File: config.mk
export PLATFORM = sky130hd
export DESIGN_NAME = lmmi_cfg_sequencer
export DESIGN_NICKNAME = d
export VERILOG_FILES = /design/src/rtl/lmmi_pkg.sv /design/src/rtl/lmmi_cmd_fifo.sv /design/src/rtl/lmmi_cfg_sequencer.sv
export SDC_FILE = /design/constraint.sdc
export NUM_CORES = 1
export LEC_CHECK = 0
export ABC_AREA = 1
export CAP_MARGIN = 40
export CORE_ASPECT_RATIO = 0.75
export CORE_MARGIN = 3
export CORE_UTILIZATION = 55
export CTS_CLUSTER_DIAMETER = 120
export CTS_CLUSTER_SIZE = 12
export DETAILED_ROUTE_END_ITERATION = 16
export PLACE_DENSITY = 0.85
export SYNTH_ARGS = -nofsm -noshare
export SYNTH_HDL_FRONTEND = slang
export SYNTH_SLANG_ARGS = --single-unit
File: constraint.sdc
create_clock -name clk -period 2.7 [get_ports clk]
set_input_delay 0.27 -clock clk [delete_from_list [all_inputs] [get_ports clk]]
set_output_delay 0.27 -clock clk [all_outputs]
set_load 0.005 [all_outputs]
File: src/rtl/lmmi_pkg.sv
// -----------------------------------------------------------------------------
// lmmi_pkg
// Shared types and default widths for the LMMI configuration sequencer.
//   lmmi_cmd_t   : one queued host command {wr, ofs, wdata}
//   seq_state_e  : transaction FSM states
// The command struct is sized from the package widths. A top level that
// overrides OFS_W/DAT_W must be built with matching package widths.
// -----------------------------------------------------------------------------
package lmmi_pkg;

  localparam int LMMI_OFS_W   = 8;
  localparam int LMMI_DAT_W   = 8;
  localparam int CMD_DEPTH_DF = 4;
  localparam int TMO_CYC_DF   = 255;

  typedef struct packed {
    logic                  wr;
    logic [LMMI_OFS_W-1:0] ofs;
    logic [LMMI_DAT_W-1:0] wdata;
  } lmmi_cmd_t;

  typedef enum logic [1:0] {
    IDLE   = 2'd0,
    REQ    = 2'd1,
    RDWAIT = 2'd2,
    RSP    = 2'd3
  } seq_state_e;

endpackage

File: src/rtl/lmmi_cmd_fifo.sv
// -----------------------------------------------------------------------------
// lmmi_cmd_fifo
// Synchronous command FIFO of lmmi_cmd_t entries.
// Ports:
//   clk, rst_n        : clock, asynchronous active-low reset (empties the FIFO)
//   push, push_data   : write request / entry; ignored while full
//   pop               : remove head entry; ignored while empty
//   head              : current head entry (valid when !empty)
//   full, empty       : occupancy flags, derived from registered pointers only
// Pointers carry one extra wrap bit: equal pointers mean empty, pointers that
// differ only in the wrap bit mean full.
// -----------------------------------------------------------------------------
module lmmi_cmd_fifo
  import lmmi_pkg::*;
#(
  parameter int DEPTH = CMD_DEPTH_DF
) (
  input  logic      clk,
  input  logic      rst_n,
  input  logic      push,
  input  lmmi_cmd_t push_data,
  input  logic      pop,
  output lmmi_cmd_t head,
  output logic      full,
  output logic      empty
);

  localparam int AW = $clog2(DEPTH);

  logic [AW:0] wr_ptr;
  logic [AW:0] rd_ptr;
  lmmi_cmd_t   mem [DEPTH];

  logic do_push;
  logic do_pop;

  assign full    = (wr_ptr[AW] != rd_ptr[AW]) && (wr_ptr[AW-1:0] == rd_ptr[AW-1:0]);
  assign empty   = (wr_ptr == rd_ptr);
  assign do_push = push && !full;
  assign do_pop  = pop && !empty;
  assign head    = mem[rd_ptr[AW-1:0]];

  // NOTE: storage has no reset; an entry is only read after a push wrote it,
  // so clearing it would just add reset fan-out to every bit.
  always_ff @(posedge clk) begin
    if (do_push) begin
      mem[wr_ptr[AW-1:0]] <= push_data;
    end
  end

  always_ff @(posedge clk or negedge rst_n) begin
    if (!rst_n) begin
      wr_ptr <= '0;
      rd_ptr <= '0;
    end else begin
      if (do_push) wr_ptr <= wr_ptr + 1'b1;
      if (do_pop)  rd_ptr <= rd_ptr + 1'b1;
    end
  end

endmodule

File: src/rtl/lmmi_cfg_sequencer.sv
// -----------------------------------------------------------------------------
// lmmi_cfg_sequencer
// Queues host register commands and issues them one at a time as LMMI
// transactions to a LIFCL hard config IP, returning read data and status.
// Ports:
//   clk, rst_n                         : clock (also the IP LMMI clock), async active-low reset
//   cmd_valid/cmd_ready                : host command handshake (cmd_ready = FIFO not full)
//   cmd_wr, cmd_ofs, cmd_wdata         : command: 1=write/0=read, offset, write data
//   rsp_valid/rsp_ready                : one response per command, held until accepted
//   rsp_rdata, rsp_err                 : read data (0 for writes), timeout abort flag
//   lmmi_request, lmmi_wr_rdn,
//   lmmi_offset, lmmi_wdata            : registered LMMI request to the IP
//   lmmi_ready, lmmi_rdata,
//   lmmi_rdata_valid                   : IP acceptance and read-data return
//   busy                               : FIFO non-empty or transaction in progress
// Build option: define LMMI_SEQ_TIMEOUT_EN to abort a transaction after
// TMO_CYC cycles without lmmi_ready / lmmi_rdata_valid (response carries
// rsp_err=1, rsp_rdata=0). Without it the sequencer waits indefinitely.
// -----------------------------------------------------------------------------
module lmmi_cfg_sequencer
  import lmmi_pkg::*;
#(
  parameter int CMD_DEPTH = CMD_DEPTH_DF,
  parameter int OFS_W     = LMMI_OFS_W,
  parameter int DAT_W     = LMMI_DAT_W,
  parameter int TMO_CYC   = TMO_CYC_DF
) (
  input  logic             clk,
  input  logic             rst_n,
  input  logic             cmd_valid,
  output logic             cmd_ready,
  input  logic             cmd_wr,
  input  logic [OFS_W-1:0] cmd_ofs,
  input  logic [DAT_W-1:0] cmd_wdata,
  output logic             rsp_valid,
  input  logic             rsp_ready,
  output logic [DAT_W-1:0] rsp_rdata,
  output logic             rsp_err,
  output logic             lmmi_request,
  output logic             lmmi_wr_rdn,
  output logic [OFS_W-1:0] lmmi_offset,
  output logic [DAT_W-1:0] lmmi_wdata,
  input  logic             lmmi_ready,
  input  logic [DAT_W-1:0] lmmi_rdata,
  input  logic             lmmi_rdata_valid,
  output logic             busy
);

  seq_state_e state, state_d;

  lmmi_cmd_t  push_data;
  lmmi_cmd_t  head;
  logic       fifo_full;
  logic       fifo_empty;
  logic       pop;
  logic       issue;
  logic       tmo_hit;

  logic             req_d;
  logic             wr_rdn_d;
  logic [OFS_W-1:0] ofs_d;
  logic [DAT_W-1:0] wdata_d;
  logic [DAT_W-1:0] rdata_d;
  logic             err_d;

  assign push_data = '{wr: cmd_wr, ofs: cmd_ofs, wdata: cmd_wdata};
  assign cmd_ready = !fifo_full;

  lmmi_cmd_fifo #(
    .DEPTH (CMD_DEPTH)
  ) u_fifo (
    .clk       (clk),
    .rst_n     (rst_n),
    .push      (cmd_valid && cmd_ready),
    .push_data (push_data),
    .pop       (pop),
    .head      (head),
    .full      (fifo_full),
    .empty     (fifo_empty)
  );

  assign rsp_valid = (state == RSP);
  assign busy      = !fifo_empty || (state != IDLE);

`ifdef LMMI_SEQ_TIMEOUT_EN
  localparam int TMO_W = $clog2(TMO_CYC + 1);

  logic [TMO_W-1:0] tmo_cnt;

  // Restarts on every state change, so it measures time spent in the
  // current wait (REQ or RDWAIT) only.
  always_ff @(posedge clk or negedge rst_n) begin
    if (!rst_n) begin
      tmo_cnt <= '0;
    end else if (state_d != state) begin
      tmo_cnt <= '0;
    end else if ((state == REQ) || (state == RDWAIT)) begin
      tmo_cnt <= tmo_cnt + TMO_W'(1);
    end
  end

  // Fires in the TMO_CYC-th waiting cycle, so the request is high for
  // exactly TMO_CYC cycles before it is dropped.
  assign tmo_hit = ((state == REQ) || (state == RDWAIT)) &&
                   (tmo_cnt == TMO_W'(TMO_CYC - 1));
`else
  assign tmo_hit = 1'b0;
`endif

  // NOTE: every signal driven here gets a default first; a path that left
  // one unassigned would infer a latch.
  always_comb begin
    state_d  = state;
    req_d    = lmmi_request;
    wr_rdn_d = lmmi_wr_rdn;
    ofs_d    = lmmi_offset;
    wdata_d  = lmmi_wdata;
    rdata_d  = rsp_rdata;
    err_d    = rsp_err;
    issue    = 1'b0;

    unique case (state)
      IDLE: begin
        issue = !fifo_empty;
      end
      REQ: begin
        if (lmmi_ready) begin
          req_d = 1'b0;
          if (lmmi_wr_rdn) begin
            state_d = RSP;
          end else if (lmmi_rdata_valid) begin
            // Zero-latency IP: data arrives with the acceptance.
            rdata_d = lmmi_rdata;
            state_d = RSP;
          end else begin
            state_d = RDWAIT;
          end
        end else if (tmo_hit) begin
          req_d   = 1'b0;
          err_d   = 1'b1;
          state_d = RSP;
        end
      end
      RDWAIT: begin
        if (lmmi_rdata_valid) begin
          rdata_d = lmmi_rdata;
          state_d = RSP;
        end else if (tmo_hit) begin
          err_d   = 1'b1;
          state_d = RSP;
        end
      end
      RSP: begin
        if (rsp_ready) begin
          issue   = !fifo_empty;
          state_d = IDLE;
        end
      end
      default: state_d = IDLE;
    endcase

    // Launch the head command; the request appears on the pins next cycle.
    if (issue) begin
      state_d  = REQ;
      req_d    = 1'b1;
      wr_rdn_d = head.wr;
      ofs_d    = head.ofs;
      wdata_d  = head.wdata;
      rdata_d  = '0;
      err_d    = 1'b0;
    end
  end

  assign pop = issue;

  // NOTE: sequential state uses non-blocking assignments so every register
  // samples the pre-edge values computed above.
  always_ff @(posedge clk or negedge rst_n) begin
    if (!rst_n) begin
      state        <= IDLE;
      lmmi_request <= 1'b0;
      lmmi_wr_rdn  <= 1'b0;
      lmmi_offset  <= '0;
      lmmi_wdata   <= '0;
      rsp_rdata    <= '0;
      rsp_err      <= 1'b0;
    end else begin
      state        <= state_d;
      lmmi_request <= req_d;
      lmmi_wr_rdn  <= wr_rdn_d;
      lmmi_offset  <= ofs_d;
      lmmi_wdata   <= wdata_d;
      rsp_rdata    <= rdata_d;
      rsp_err      <= err_d;
    end
  end

endmodule

==> run_results.csv <==
group,metric,value,unit
clock_tree,cts_tree,"done",
sta,finalCritPeriodShare,0.826,
final_layout,areaGrowthSynthToFinish,20.3,%
sta,fin_crit,2.23,ns
worst_setup_path,r2r-start,"u_fifo.rd_ptr[1]",
outcome,status,"completed",
drt,firstDrtPassIters,4,
worst_setup_path,worstSetupStartpoint,"u_fifo.rd_ptr[1]",
synthesis,synth_edf_count,68,
placed_design,post-dp-hpwl,6360,µm
worst_setup_path,critPathKind,"flip-flop to output port",
synthesis,ys.flop_type,"edfxtp_1",
clock_tree,clk-insertion-delay-late,0.34,ns
clock_tree,post_cts_buffers,0,
drt,post_drt_via_cell_ratio,5.11,
sta,drv_slew,0,
sta,skew,0.00701,ns
synthesis,yosysUniqueCellTypes,24,
synthesis,synth_seq_cells,102,
drt,drtIter0Drc,223,
placed_design,place_ws,0.809,ns
grt,grt_max_degree,37,
clock_tree,clock-root-buffer,"clkbuf_16",
worst_setup_path,slowest_delay,0.47,ns
placed_design,dpl.cell_count,649,
floorplanning,rows,28,
final_layout,multi_input_area,1320,µm²
clock_tree,hold_buffers,0,
sta,finalSetupViolCount,0,
final_layout,fin_cells,665,
drt,routed_wl,9710,µm
floorplanning,die_w,112,µm
final_layout,antennaDiodeCount,0,
synthesis,seq_area_frac_synth,0.620,
final_layout,seqCellArea,2890,µm²
clock_tree,clk_pin_slew,0.07,ns
floorplanning,dieHeight,85.8,µm
synthesis,async_flop_share,0.333,
synthesis,syn_inst,495,
grt,antenna_found_initial,0,
drt,routedWlPerCell,14.6,µm
final_layout,finalNetCount,596,
power_and_ir_drop,p_leak,2.72,nW
sta,max_freq,448,MHz
worst_setup_path,worstSetupStartpointType,"flip-flop",
synthesis,yosysTopAreaCellShare,0.437,
floorplanning,fp.coreArea,8060,µm²
grt,grt_use_met1,0.273,
drt,drc_errors,0,
sta,tns,0,ns
placed_design,port_buffers,59,
grt,grt_pass1_vias,3413,
power_and_ir_drop,power_density,1090,nW/µm²
worst_setup_path,crit_arrival,1.96,ns
synthesis,yosysTopAreaCell,"edfxtp_1",
worst_setup_path,critical_path.endpoint_type,"output port",
worst_setup_path,ff2ff_setup_slack,0.77,ns
sta,hold_viol,0,
power_and_ir_drop,ir_drop,0.570,mV
synthesis,synth_area,4670,µm²
clock_tree,htreeDepth,3,
worst_setup_path,slowest_stage,"clkdlybuf4s50_1",
floorplanning,die-area,9640,µm²
worst_setup_path,reg2reg_depth,7,
worst_setup_path,critPathMaxFanout,18,
worst_setup_path,worstPathRequired,2.43,ns
worst_setup_path,crit_chain,"inv_2 > nand2_1 > nand2_2 > nand3_2 > clkdlybuf4s50_1",
floorplanning,io_pins,61,
placed_design,gp_congestion,0.816,
synthesis,syn_nets,536,
grt,met3_usage,0.0592,
grt,grt_pass1_wl,16100,µm
clock_tree,cts_resized,0,
synthesis,syn_avg_cell_area,9.43,µm²
floorplanning,start_util,0.580,
grt,overflow,0,
sta,maxSlewHeadroom,0.480,
clock_tree,numCtsBuffers,9,
final_layout,drive_gt1_frac,0.0661,
synthesis,synth_most_common_cell,"nand2_1",
grt,busiest_layer,"met2",
worst_hold_path,hold_class,"primary input to async pin",
synthesis,yosys_warnings,0,
sta,tightestPinTransition,0.780,ns
clock_tree,clock_path_buffers,2,
grt,grtUsageTotal,0.215,
synthesis,synth_common_cells,"nand2_1, inv_1, edfxtp_1",
drt,num_vias,3396,
sta,setup_slack,0.468,ns
sta,rsz0062_at_grt,"no",
drt,drtAntennaViolNets,0,
grt,gr-usage-met2,0.352,
synthesis,yosys-top-cells-area,"edfxtp_1, dfrtp_1, nand2_1",
clock_tree,clock_sinks,102,
job,maxCapViolCount,0,
final_layout,fill_cells,600,
==> critical path, delay by kind of cell, from the launching register on <==
kind,cells,cell delay [ns]
buffers and inverters,2,0.79
flip-flops,1,0.46
AND/OR/NAND/NOR,3,0.37
==> registers in the layout, summed over array words and instances, names as in the netlist <==
signal         flops
u_fifo.mem        68
lmmi_offset        8
lmmi_wdata         8
rsp_rdata          8
u_fifo.rd_ptr      3
u_fifo.wr_ptr      3
state              2
lmmi_request       1
lmmi_wr_rdn        1
==> layout by cell type (no fill, tap or decap), drive strengths merged <==
cell,synthesis,routed
clkinvlp,0,3
nand4,2,2
buf,16,8
nand2,184,184
conb,1,1
a21oi,2,2
clkinv,0,1
inv,94,97
clkdlybuf4s50,0,58
dfrtp,34,34
xor2,2,2
ha,10,10
nor2,12,12
nand3,64,64
edfxtp,68,68
clkbuf,1,9
nand3b,5,5
==> logic make-up (layout without fill, tap and decap cells) <==
| group | Yosys count | after routing | share of synthesized area |
|---|---|---|---|
| other | 1 | 1 | 0.000803 |
| DFF | 102 | 102 | 0.620 |
| adders and majority gates | 10 | 10 | 0.0268 |
| and+or+nand+nor | 267 | 267 | 0.247 |
| buffers and inverters | 111 | 176 | 0.0997 |
| xor gates and xnor gates | 2 | 2 | 0.00375 |
| AOI/OAI and AO/OA | 2 | 2 | 0.00295 |
==> stage by stage <==
stage                util  hold slack (ns)  power [mW]  area, µm²
finish              0.697          0.00214        6.11       5620
CTS                 0.697           0.0125        6.14       5620
global placement    0.662            0.370        4.78       5340
floorplan               -          -0.0256        4.02       4670
detailed placement  0.662            0.384        4.91       5340
global route        0.697           0.0500        6.58       5620
==> layer usage <==
metal	wire (µm)	up-vias	share of wire
met5	0	-	0
met4	170	0	0.018
met3	738	20	0.076
met2	4800	140	0.49
met1	4000	1579	0.41
li1	-	1657	-
==> cell type report <==
type	count	area share
Clock buffer	9	0.0401
Sequential cell	102	0.515
Multi-Input combinational cell	282	0.234
Tap cell	105	0.0234
Clock inverter	7	0.0100
Timing Repair Buffer	66	0.114
Inverter	94	0.0637
==> worst paths after layout <==
kind	to
max in group asynchronous	rsp_rdata[6]
hold / removal	lmmi_offset[1]
setup reg to reg	rsp_rdata[3]
min in group clk	lmmi_wdata[6]
setup / recovery	cmd_ready
hold reg to reg	lmmi_wdata[6]
==> power by group <==
| part | internal [mW] | switching (mW) | total [mW] |
|---|---|---|---|
| combinational | 0.979 | 1.53 | 2.51 |
| clock | 0.636 | 0.573 | 1.21 |
| sequential | 2.15 | 0.249 | 2.40 |
No activity file was read; power rests on OpenSTA's default activity.
